$ cat src/rtl/bus_transfer_ctrl_if.sv
// Request / strobe / bus bundle between the CPU decode logic, bus_transfer_ctrl
// and the bus register bank.
// slave  : the transfer controller's view.
// master : the environment's view (request source plus the register bus).
interface bus_transfer_ctrl_if #(
  parameter int NUM_REGS = 4,
  parameter int SEL_W    = 2,
  parameter int DATA_W   = 4
);
  logic                req_valid;
  logic                req_ready;
  logic [SEL_W-1:0]    req_src;
  logic [SEL_W-1:0]    req_dst;
  logic [NUM_REGS-1:0] enable_out;
  logic [NUM_REGS-1:0] load_out;
  logic [DATA_W-1:0]   bus_in;
  logic [DATA_W-1:0]   xfer_data;
  logic                done;
  logic                err;
  logic                busy;

  modport slave (
    input  req_valid, req_src, req_dst, bus_in,
    output req_ready, enable_out, load_out, xfer_data, done, err, busy
  );

  modport master (
    output req_valid, req_src, req_dst, bus_in,
    input  req_ready, enable_out, load_out, xfer_data, done, err, busy
  );
endinterface

$ cat src/rtl/bus_transfer_ctrl.sv
// bus_transfer_ctrl: queues register-to-register moves and sequences each one
// as a DRIVE cycle (source enable) followed by a LOAD cycle (destination
// load_enable). Back-to-back moves run at one transfer per 2 cycles.
// Optional feature: define XFER_COUNT_EN to add an 8-bit completed-transfer
// counter on port xfer_count.
module bus_transfer_ctrl #(
  parameter int NUM_REGS   = 4,
  parameter int SEL_W      = 2,
  parameter int DATA_W     = 4,
  parameter int FIFO_DEPTH = 4
) (
  input  logic                    main_clock,
  input  logic                    reset,
  bus_transfer_ctrl_if.slave      bus
`ifdef XFER_COUNT_EN
  ,
  output logic [7:0]              xfer_count
`endif
);

  localparam int PTR_W = $clog2(FIFO_DEPTH);
  localparam int CNT_W = PTR_W + 1;
  localparam logic [CNT_W-1:0] FULL   = CNT_W'(FIFO_DEPTH);
  localparam logic [SEL_W:0]   NREG_L = (SEL_W+1)'(NUM_REGS);

  typedef enum logic [1:0] {IDLE, DRIVE, LOAD} state_t;

  state_t             state, state_nxt;
  logic [SEL_W-1:0]   q_src [FIFO_DEPTH];
  logic [SEL_W-1:0]   q_dst [FIFO_DEPTH];
  logic [PTR_W-1:0]   wr_ptr, rd_ptr;
  logic [CNT_W-1:0]   count;
  logic [SEL_W-1:0]   cur_src, cur_dst;
  logic               in_range, accept, push, pop, empty;
  logic               done_q, err_q;
  logic [DATA_W-1:0]  xfer_q;

  // Ready and busy come from registered state only.
  assign empty         = (count == '0);
  assign bus.req_ready = (count != FULL);
  assign bus.busy      = (state != IDLE) || !empty;
  assign bus.done      = done_q;
  assign bus.err       = err_q;
  assign bus.xfer_data = xfer_q;

  // Out-of-range requests are consumed (ready was high) but never queued.
  assign in_range = ({1'b0, bus.req_src} < NREG_L) && ({1'b0, bus.req_dst} < NREG_L);
  assign accept   = bus.req_valid && bus.req_ready;
  assign push     = accept && in_range;

  // Next-state, pop decision and strobe decode. Strobes are dropped while
  // reset is high so an interrupted move never loads its destination.
  always_comb begin
    state_nxt      = state;
    pop            = 1'b0;
    bus.enable_out = '0;
    bus.load_out   = '0;
    case (state)
      IDLE: begin
        if (!empty) begin
          pop       = 1'b1;
          state_nxt = DRIVE;
        end
      end
      DRIVE: begin
        if (!reset) bus.enable_out = NUM_REGS'(1) << cur_src;
        state_nxt = LOAD;
      end
      LOAD: begin
        if (!reset) bus.load_out = NUM_REGS'(1) << cur_dst;
        if (!empty) begin
          pop       = 1'b1;
          state_nxt = DRIVE;
        end else begin
          state_nxt = IDLE;
        end
      end
      default: state_nxt = IDLE;
    endcase
  end

  // State register.
  always_ff @(posedge main_clock) begin
    if (reset) state <= IDLE;
    else       state <= state_nxt;
  end

  // Request queue pointers and occupancy; push and pop together leave count unchanged.
  always_ff @(posedge main_clock) begin
    if (reset) begin
      wr_ptr <= '0;
      rd_ptr <= '0;
      count  <= '0;
    end else begin
      if (push) wr_ptr <= wr_ptr + 1'b1;
      if (pop)  rd_ptr <= rd_ptr + 1'b1;
      case ({push, pop})
        2'b10:   count <= count + 1'b1;
        2'b01:   count <= count - 1'b1;
        default: count <= count;
      endcase
    end
  end

  // Queue storage; contents are don't-care once count is cleared.
  always_ff @(posedge main_clock) begin
    if (push) begin
      q_src[wr_ptr] <= bus.req_src;
      q_dst[wr_ptr] <= bus.req_dst;
    end
  end

  // Current move, loaded from the queue head on each pop.
  always_ff @(posedge main_clock) begin
    if (reset) begin
      cur_src <= '0;
      cur_dst <= '0;
    end else if (pop) begin
      cur_src <= q_src[rd_ptr];
      cur_dst <= q_dst[rd_ptr];
    end
  end

  // Completion capture and the done/err pulses.
  always_ff @(posedge main_clock) begin
    if (reset) begin
      xfer_q <= '0;
      done_q <= 1'b0;
      err_q  <= 1'b0;
    end else begin
      done_q <= (state == LOAD);
      err_q  <= accept && !in_range;
      if (state == LOAD) xfer_q <= bus.bus_in;
    end
  end

`ifdef XFER_COUNT_EN
  // Completed-transfer counter, wraps naturally at 8 bits.
  always_ff @(posedge main_clock) begin
    if (reset)       xfer_count <= '0;
    else if (done_q) xfer_count <= xfer_count + 8'd1;
  end
`endif

endmodule

$ cat src/flat_wrapper.sv
// flat-port wrapper written by rule: the top's interface ports become plain ports
module bus_transfer_ctrl_flat 
#(
  parameter int NUM_REGS   = 4,
  parameter int SEL_W      = 2,
  parameter int DATA_W     = 4,
  parameter int FIFO_DEPTH = 4
)
  (main_clock, reset, bus_req_valid, bus_req_src, bus_req_dst, bus_bus_in, bus_req_ready, bus_enable_out, bus_load_out, bus_xfer_data, bus_done, bus_err, bus_busy);
  bus_transfer_ctrl_if #(.NUM_REGS(NUM_REGS), .SEL_W(SEL_W), .DATA_W(DATA_W)) bus_i ();
  input  logic main_clock;
  input  logic reset;
  input wire logic [$bits(bus_i.req_valid)-1:0] bus_req_valid;
  input wire logic [$bits(bus_i.req_src)-1:0] bus_req_src;
  input wire logic [$bits(bus_i.req_dst)-1:0] bus_req_dst;
  input wire logic [$bits(bus_i.bus_in)-1:0] bus_bus_in;
  output wire logic [$bits(bus_i.req_ready)-1:0] bus_req_ready;
  output wire logic [$bits(bus_i.enable_out)-1:0] bus_enable_out;
  output wire logic [$bits(bus_i.load_out)-1:0] bus_load_out;
  output wire logic [$bits(bus_i.xfer_data)-1:0] bus_xfer_data;
  output wire logic [$bits(bus_i.done)-1:0] bus_done;
  output wire logic [$bits(bus_i.err)-1:0] bus_err;
  output wire logic [$bits(bus_i.busy)-1:0] bus_busy;
  assign bus_i.req_valid = bus_req_valid;
  assign bus_i.req_src = bus_req_src;
  assign bus_i.req_dst = bus_req_dst;
  assign bus_i.bus_in = bus_bus_in;
  assign bus_req_ready = bus_i.req_ready;
  assign bus_enable_out = bus_i.enable_out;
  assign bus_load_out = bus_i.load_out;
  assign bus_xfer_data = bus_i.xfer_data;
  assign bus_done = bus_i.done;
  assign bus_err = bus_i.err;
  assign bus_busy = bus_i.busy;
  bus_transfer_ctrl #(.NUM_REGS(NUM_REGS), .SEL_W(SEL_W), .DATA_W(DATA_W), .FIFO_DEPTH(FIFO_DEPTH)) u_core (.main_clock(main_clock), .reset(reset), .bus(bus_i));
endmodule
$ cat config.mk
export PLATFORM = sky130hd
export DESIGN_NAME = bus_transfer_ctrl_flat
export DESIGN_NICKNAME = d
export VERILOG_FILES = /design/src/rtl/bus_transfer_ctrl_if.sv /design/src/rtl/bus_transfer_ctrl.sv /design/src/flat_wrapper.sv
export SDC_FILE = /design/constraint.sdc
export NUM_CORES = 1
export LEC_CHECK = 0
export ABC_AREA = 1
export BUFFER_PORTS_ARGS = -buffer_cell sky130_fd_sc_hd__buf_2
export CORE_MARGIN = 5
export CORE_UTILIZATION = 57
export CTS_BUF_LIST = sky130_fd_sc_hd__clkbuf_8
export DETAILED_ROUTE_END_ITERATION = 12
export GPL_ROUTABILITY_DRIVEN = 0
export PLACE_DENSITY_LB_ADDON = 0.2
export SYNTH_ARGS = -nofsm -noshare
export SYNTH_HDL_FRONTEND = slang
export SYNTH_SLANG_ARGS = --single-unit
$ cat constraint.sdc
create_clock -name main_clock -period 2.14 [get_ports main_clock]
set_input_delay 0.214 -clock main_clock [delete_from_list [all_inputs] [get_ports main_clock]]
set_output_delay 0.214 -clock main_clock [all_outputs]
set_load 0.1 [all_outputs]
==> metrics.txt, run 1 <==
# TYPE chip_impl_metric gauge
chip_impl_info{name="critical_path.cell_chain",value="inv_1 > nand2_4 > nand2_4 > inv_1 > ha_1 > inv_1 > fa_1 > inv_1 > nand2_1 > nand3_1 > nand2_1 > nand2_1 > nor2_1"} 1
chip_impl_metric{name="timing.hold.worst_path_depth",unit=""} 1
chip_impl_metric{name="cts.repair.resized",unit=""} 0
chip_impl_metric{name="finalHoldViolCount",unit=""} 0
chip_impl_metric{name="async_flop_share",unit=""} 0
chip_impl_info{name="synth_common_cells",value="36 x sky130_fd_sc_hd__inv_1, 35 x sky130_fd_sc_hd__nand2_1, 27 x sky130_fd_sc_hd__nor2_1"} 1
chip_impl_metric{name="chipHeight",unit="um"} 63.2
chip_impl_metric{name="area_growth_syn_to_layout",unit="%"} 16.0
chip_impl_metric{name="n_antenna_cell",unit=""} 0
chip_impl_metric{name="first_pass_iters",unit=""} 4
chip_impl_metric{name="fmax",unit="GHz"} 0.528
chip_impl_metric{name="grt_start_max_net_pins",unit=""} 14
chip_impl_metric{name="layout_cells_sized_above_1",unit=""} 0.236
chip_impl_metric{name="dr_total_vias",unit=""} 1244
chip_impl_metric{name="final_worst_path_period_need",unit="ps"} 1890
chip_impl_metric{name="worst-endpoint-arrival",unit="ps"} 2070
chip_impl_metric{name="p_leak",unit="nW"} 0.912
chip_impl_metric{name="cts-htree-levels",unit=""} 2
chip_impl_info{name="yosysMostFrequentCell",value="sky130_fd_sc_hd__inv_1"} 1
chip_impl_metric{name="synth_largest_type_area_fraction",unit=""} 0.298
chip_impl_metric{name="drv_slew",unit=""} 0
chip_impl_metric{name="starting_utilization_of_the_core_area",unit=""} 0.589
chip_impl_metric{name="routed_wl",unit="mm"} 2.85
chip_impl_info{name="synth_flop_cell",value="sky130_fd_sc_hd__dfxtp_1"} 1
chip_impl_metric{name="via_count_of_the_first_global_routing_pass",unit=""} 1192
chip_impl_metric{name="layout_worst_path_cycle_share",unit=""} 0.885
chip_impl_metric{name="timing.hold.ws",unit="ps"} 145
chip_impl_metric{name="clock_latency",unit="ps"} 280
chip_impl_info{name="worstHoldStart",value="bus_req_dst[1]"} 1
chip_impl_metric{name="count_of_pins_on_the_block_boundary",unit=""} 27
chip_impl_metric{name="number_of_distinct_library_cell_variants_in_the_gate_level_netlist_after_synthesis",unit=""} 23
chip_impl_info{name="critPathKind",value="reg -> reg"} 1
chip_impl_info{name="cp-end-kind",value="flop"} 1
chip_impl_info{name="crit-reg2reg-launch",value="u_core.count[2]"} 1
chip_impl_metric{name="setup_total_negative_slack",unit="ps"} 0
chip_impl_info{name="hold_path_class",value="in -> reg"} 1
chip_impl_metric{name="synth-edff-count",unit=""} 16
chip_impl_info{name="yosys-top-cells-area",value="sky130_fd_sc_hd__edfxtp_1 30%, sky130_fd_sc_hd__dfxtp_1 22%, sky130_fd_sc_hd__inv_1 8.4%, sky130_fd_sc_hd__nand2_1 8.2%, sky130_fd_sc_hd__nor2_1 6.3%"} 1
chip_impl_metric{name="die_width",unit="um"} 63.2
chip_impl_info{name="cts_root_buffer",value="sky130_fd_sc_hd__clkbuf_8"} 1
chip_impl_metric{name="inserted_clock_buffers",unit=""} 5
chip_impl_metric{name="grt_antenna_before_repair",unit=""} 0
chip_impl_metric{name="clk_pin_slew_worst_paths",unit="ps"} 60
chip_impl_info{name="min_delay_worst_endpoint",value="u_core.q_dst[0][1]"} 1
chip_impl_info{name="critPathMostFrequentCell",value="sky130_fd_sc_hd__inv_1"} 1
chip_impl_metric{name="post_drt_via_cell_ratio",unit=""} 4.96
chip_impl_metric{name="ir_worst_vdd",unit="uV"} 1540
chip_impl_metric{name="io_buffer_count",unit=""} 25
chip_impl_metric{name="postCtsSetupBuffers",unit=""} 0
chip_impl_info{name="synth_largest_area_cell",value="sky130_fd_sc_hd__edfxtp_1"} 1
chip_impl_metric{name="cp_max_fo",unit=""} 12
chip_impl_metric{name="route.detailed.wl_per_inst",unit="um"} 11.4
chip_impl_metric{name="detail_route.drc_violations",unit=""} 0
chip_impl_metric{name="powerDensity",unit="mW/mm^2"} 1410
chip_impl_info{name="tritoncts",value="done"} 1
chip_impl_info{name="rsz_0062_raised_after_global_routing",value="false"} 1
chip_impl_metric{name="fin_worst_skew",unit="ps"} 6.32
chip_impl_metric{name="drv.max_cap_violation_count",unit=""} 0
chip_impl_metric{name="fin_nets",unit=""} 236
chip_impl_info{name="cp_slowest_cell",value="sky130_fd_sc_hd__fa_1"} 1
chip_impl_metric{name="postSynthRegisterBits",unit=""} 34
chip_impl_metric{name="drt_iter0_drc",unit=""} 19
chip_impl_metric{name="clock_sink_count",unit=""} 34
chip_impl_metric{name="clockBufferDepth",unit=""} 2
chip_impl_metric{name="hold_buffers",unit=""} 0
chip_impl_metric{name="dieArea",unit="sq mm"} 0.00399
chip_impl_metric{name="wire_length_of_the_first_global_routing_pass",unit="mm"} 4.86
chip_impl_metric{name="final_setup_violation_count",unit=""} 0
chip_impl_metric{name="worstPathRequired",unit="ps"} 2320
chip_impl_metric{name="floorplan.core_area",unit="sq mm"} 0.00273
chip_impl_metric{name="floorplan.rows",unit=""} 19
chip_impl_metric{name="yosysSeqAreaShare",unit=""} 0.522
chip_impl_metric{name="postRouteAntennaNets",unit=""} 0
chip_impl_metric{name="post_synth_instance_area",unit="sq mm"} 0.00161
chip_impl_metric{name="estimated_wirelength_of_the_detail_placed_design",unit="mm"} 2.15
chip_impl_metric{name="yosysWarningCount",unit=""} 0
chip_impl_info{name="rr_endpoint",value="u_core.count[2]"} 1
chip_impl_metric{name="r2r_cells",unit=""} 13
chip_impl_metric{name="final_worst_slack",unit="ps"} 245
chip_impl_info{name="status",value="completed"} 1
chip_impl_metric{name="gr-total-overflow",unit=""} 0
chip_impl_metric{name="worst_path_largest_cell_delay",unit="ps"} 440
chip_impl_metric{name="groute.usage.overall",unit=""} 0.156
chip_impl_info{name="setup.worst_path.start_class",value="flop"} 1
chip_impl_metric{name="synth.net_count",unit=""} 209
chip_impl_metric{name="synth.avg_cell_area",unit="sq um"} 8.39
chip_impl_metric{name="worst_r2r_setup_slack",unit="ps"} 250
chip_impl_metric{name="pre_cts_ws",unit="ps"} 249
chip_impl_metric{name="syn-instance-count",unit=""} 192
cell families (layout without fill, tap and decap cells):
group                    Yosys count  count (layout)  share of synthesized area
AO/OA/AOI/OAI                     12              12                     0.0396
buffers and inverters             46              74                      0.120
flip-flops                        34              34                      0.522
other                              1               1                    0.00233
AND/OR/NAND/NOR                   93              93                      0.264
adder cells (fa/ha/maj)            6               6                     0.0513
per-stage QoR:
step                      instance area, sq um  total power [mW]  cells   util
after detailed placement                  1780              2.19    243  0.650
after global routing                      1870              2.84    251  0.683
after floorplan                           1650              2.03    192      -
final                                     1870              2.64    251  0.683
after CTS                                 1870              2.66    251  0.683
after global placement                    1780              2.14    243  0.650
registers in the layout, indices dropped and copies added, names as in the netlist:
signal,flops
u_core.count,3
u_core.q_dst,8
u_core.bus.done,1
u_core.cur_src,2
u_core.wr_ptr,2
u_core.q_src,8
u_core.state,2
u_core.bus.xfer_data,4
u_core.rd_ptr,2
u_core.cur_dst,2
cell type report:
type,instances,area (sq um)
Clock buffer,6,82.6
Inverter,41,154
Sequential cell,34,841
Timing Repair Buffer,25,125
Tap cell,31,38.8
Clock inverter,2,8.76
Fill cell,231,866
Multi-Input combinational cell,112,618
worst max-delay path, delay by kind of cell, from the launching register on:
kind,cells,cell delay [ps]
adder cells (fa/ha/maj),2,610
buffers and inverters,4,340
flip-flops,1,360
AND/OR/NAND/NOR,7,460
routing by layer:
layer  GRT usage  share of wire  wire length [um]
met1       0.161           0.40              1130
met2       0.273           0.51              1470
met3      0.0533          0.067               192
met4      0.0875          0.022                62
met5           0              0                 0
cells in the final DEF (no fill, tap or decap), drive strengths merged, types with 4 or more instances in the layout:
master  netlist  layout
nand2        43      43
inv          41      42
nor4          4       4
nand3        13      13
edfxtp       16      16
buf           5      25
ha            5       5
clkbuf        0       6
a21oi         5       5
dfxtp        18      18
nor3          4       4
nor2         29      29
o21ai         7       7
worst max-delay path by stage:
stage                         start  cells past startpoint  slack (ps)                 to
floorplan           u_core.state[0]                      4        -690  bus_enable_out[0]
global placement    u_core.count[1]                     13         380    u_core.count[2]
detailed placement  u_core.count[2]                     13         250    u_core.count[2]
CTS                 u_core.count[2]                     13         240    u_core.count[2]
global route        u_core.count[2]                     13          90    u_core.count[2]
finish              u_core.count[2]                     13         250    u_core.count[2]
report_power, final:
part           leakage (nW)  internal [mW]  switching, mW
clock network        0.0524          0.254          0.208
logic                 0.565          0.302          0.918
registers             0.295          0.826          0.133
total                 0.912           1.38           1.26
Power figures use the tool's default switching activity.
==> run 2, diff against run 1 <==
==> constraint.sdc (replaced) <==
create_clock -name main_clock -period 1.8 [get_ports main_clock]
set_input_delay 0.18 -clock main_clock [delete_from_list [all_inputs] [get_ports main_clock]]
set_output_delay 0.18 -clock main_clock [all_outputs]
set_load 0.1 [all_outputs]
==> metrics.txt, run 2 (synthesis results as in run 1) <==
# TYPE chip_impl_metric gauge
chip_impl_info{name="status",value="completed"} 1
chip_impl_info{name="layout.cells.most_common_list",value="35 x sky130_fd_sc_hd__inv_1, 35 x sky130_fd_sc_hd__nand2_1, 27 x sky130_fd_sc_hd__nor2_1"} 1
chip_impl_metric{name="worst-endpoint-arrival",unit="ps"} 1890
chip_impl_metric{name="final_setup_violation_count",unit=""} 0
chip_impl_metric{name="postRouteAntennaNets",unit=""} 0
chip_impl_metric{name="groute.usage.overall",unit=""} 0.167
chip_impl_metric{name="die_width",unit="um"} 63.2
chip_impl_metric{name="estimated_wirelength_of_the_detail_placed_design",unit="mm"} 2.29
chip_impl_info{name="worstHoldStart",value="bus_req_dst[0]"} 1
chip_impl_metric{name="fin_worst_skew",unit="ps"} 6.20
chip_impl_metric{name="inserted_clock_buffers",unit=""} 5
chip_impl_info{name="critical_path.top_delay_family",value="simple AND/OR/NAND/NOR gates"} 1
chip_impl_metric{name="placedCellCount",unit=""} 246
chip_impl_metric{name="detail_route.drc_violations",unit=""} 0
chip_impl_info{name="cp-end-kind",value="flop"} 1
chip_impl_metric{name="fin_nets",unit=""} 239
chip_impl_metric{name="worst_path_largest_cell_delay",unit="ps"} 350
chip_impl_metric{name="crit_cells",unit=""} 10
chip_impl_metric{name="finalHoldViolCount",unit=""} 0
chip_impl_metric{name="r2r_cells",unit=""} 10
chip_impl_info{name="setup.worst_path.start_class",value="flop"} 1
chip_impl_metric{name="clockBufferDepth",unit=""} 2
chip_impl_info{name="cts_root_buffer",value="sky130_fd_sc_hd__clkbuf_8"} 1
chip_impl_metric{name="clock_latency",unit="ps"} 290
chip_impl_metric{name="drv_slew",unit=""} 0
chip_impl_metric{name="first_pass_iters",unit=""} 4
chip_impl_metric{name="worstPathRequired",unit="ps"} 1980
chip_impl_metric{name="ir_worst_vdd",unit="uV"} 1410
chip_impl_metric{name="number_of_non_filler_instances_in_the_completed_layout",unit=""} 254
chip_impl_metric{name="floorplan.rows",unit=""} 19
chip_impl_metric{name="layout_worst_path_cycle_share",unit=""} 0.950
chip_impl_metric{name="count_of_pins_on_the_block_boundary",unit=""} 27
chip_impl_info{name="tritoncts",value="done"} 1
chip_impl_metric{name="dieArea",unit="sq mm"} 0.00399
chip_impl_metric{name="layout_cells_sized_above_1",unit=""} 0.287
chip_impl_metric{name="chipHeight",unit="um"} 63.2
chip_impl_metric{name="dpl_cell_area",unit="sq mm"} 0.00192
chip_impl_metric{name="grt_start_max_net_pins",unit=""} 13
chip_impl_metric{name="cts-htree-levels",unit=""} 2
chip_impl_metric{name="postCtsSetupBuffers",unit=""} 0
chip_impl_metric{name="drt_iter0_drc",unit=""} 47
chip_impl_metric{name="area_growth_syn_to_layout",unit="%"} 25.3
chip_impl_metric{name="clk_pin_slew_worst_paths",unit="ps"} 70
chip_impl_info{name="crit-reg2reg-launch",value="u_core.count[1]"} 1
chip_impl_metric{name="setup_total_negative_slack",unit="ps"} 0
chip_impl_info{name="hold_path_class",value="in -> reg"} 1
chip_impl_metric{name="gr-total-overflow",unit=""} 0
chip_impl_metric{name="io_buffer_count",unit=""} 25
chip_impl_metric{name="post_drt_via_cell_ratio",unit=""} 4.90
chip_impl_metric{name="via_count_of_the_first_global_routing_pass",unit=""} 1206
chip_impl_metric{name="powerDensity",unit="mW/mm^2"} 1650
chip_impl_metric{name="layout.core_utilization",unit=""} 0.738
chip_impl_metric{name="wire_length_of_the_first_global_routing_pass",unit="mm"} 5.17
chip_impl_metric{name="grt_antenna_before_repair",unit=""} 0
chip_impl_metric{name="routed_wl",unit="mm"} 2.97
chip_impl_metric{name="n_antenna_cell",unit=""} 0
chip_impl_metric{name="cp_max_fo",unit=""} 7
chip_impl_metric{name="final_design_area_no_fill",unit="sq mm"} 0.00202
chip_impl_info{name="critPathKind",value="reg -> reg"} 1
chip_impl_metric{name="starting_utilization_of_the_core_area",unit=""} 0.589
chip_impl_info{name="critical_path.cell_chain",value="nor2_4 > nand2_8 > nand2_8 > ha_4 > inv_1 > fa_2 > nand2_1 > nand3_1 > nor2_1 > nor2_1"} 1
chip_impl_metric{name="route.detailed.wl_per_inst",unit="um"} 11.7
chip_impl_metric{name="drv.max_cap_violation_count",unit=""} 0
chip_impl_metric{name="fmax",unit="GHz"} 0.585
chip_impl_info{name="cp_slowest_cell",value="sky130_fd_sc_hd__fa_2"} 1
chip_impl_metric{name="dr_total_vias",unit=""} 1245
chip_impl_metric{name="floorplan.core_area",unit="sq mm"} 0.00273
chip_impl_metric{name="final_worst_path_period_need",unit="ps"} 1710
chip_impl_metric{name="cp_num_buf_inv",unit=""} 1
chip_impl_info{name="crit_path_start",value="u_core.count[1]"} 1
chip_impl_metric{name="p_leak",unit="nW"} 0.946
chip_impl_metric{name="clock_sink_count",unit=""} 34
chip_impl_metric{name="timing.hold.worst_path_depth",unit=""} 1
chip_impl_info{name="rsz_0062_raised_after_global_routing",value="true"} 1
==> run 2: cell types whose count changed in the layout (fill, tap and decap cells not counted), sizes merged <==
| cell | change |
|---|---|
| clkinv | +1 |
| buf | +2 |
==> run 2: path summary, 6_finish.rpt <==
path                         to  slack, ps
max             u_core.count[2]         90
min          u_core.q_dst[2][0]        100
max reg2reg     u_core.count[2]         90
min reg2reg    u_core.wr_ptr[1]        500
==> run 2: metrics by stage <==
step	power (mW)	hold slack (ps)	setup WS [ps]
floorplan	2.52	279	-635
global placement	2.74	387	132
detailed placement	2.81	395	36.1
CTS	3.32	103	15.7
global route	3.57	101	-14.4
finish	3.32	104	89.4
==> run 2: timing repair <==
action	4_1_cts	5_1_grt
gates resized for setup	0	12
setup endpoints to repair	0	5
hold buffers	0	0
==> run 2: cell type report <==
type | instances | area, sq um
sequential | 34 | 843
fill | 189 | 716
multi-input combinational | 112 | 683
timing repair buffer | 28 | 218
inverter | 41 | 154
clock buffer | 5 | 68.8
tap | 31 | 38.8
clock inverter | 3 | 12.5
==> run 2: per-layer routing <==
metal / global-route usage / up-vias / wire length (um)
met2: 0.295 / 39 / 1530
met3: 0.0533 / 5 / 207
li1: - / 647 / -
met1: 0.175 / 554 / 1190
met4: 0.0822 / 0 / 40
met5: 0 / - / 0
==> run 2: report_power, final <==
part	switching (mW)	internal, mW	total [mW]
combinational	1.18	0.465	1.65
sequential	0.172	0.986	1.16
clock	0.258	0.260	0.518
total	1.61	1.71	3.32
==> run 2: worst reg2reg max path: stages, from the launching register on <==
cell                      delay (ps)
sky130_fd_sc_hd__dfxtp_2         340
sky130_fd_sc_hd__nor2_4          190
sky130_fd_sc_hd__nand2_8          90
sky130_fd_sc_hd__nand2_8          90
sky130_fd_sc_hd__ha_4            120
sky130_fd_sc_hd__inv_1            50
sky130_fd_sc_hd__fa_2            350
sky130_fd_sc_hd__nand2_1          80
sky130_fd_sc_hd__nand3_1         100
sky130_fd_sc_hd__nor2_1          130
sky130_fd_sc_hd__nor2_1           60
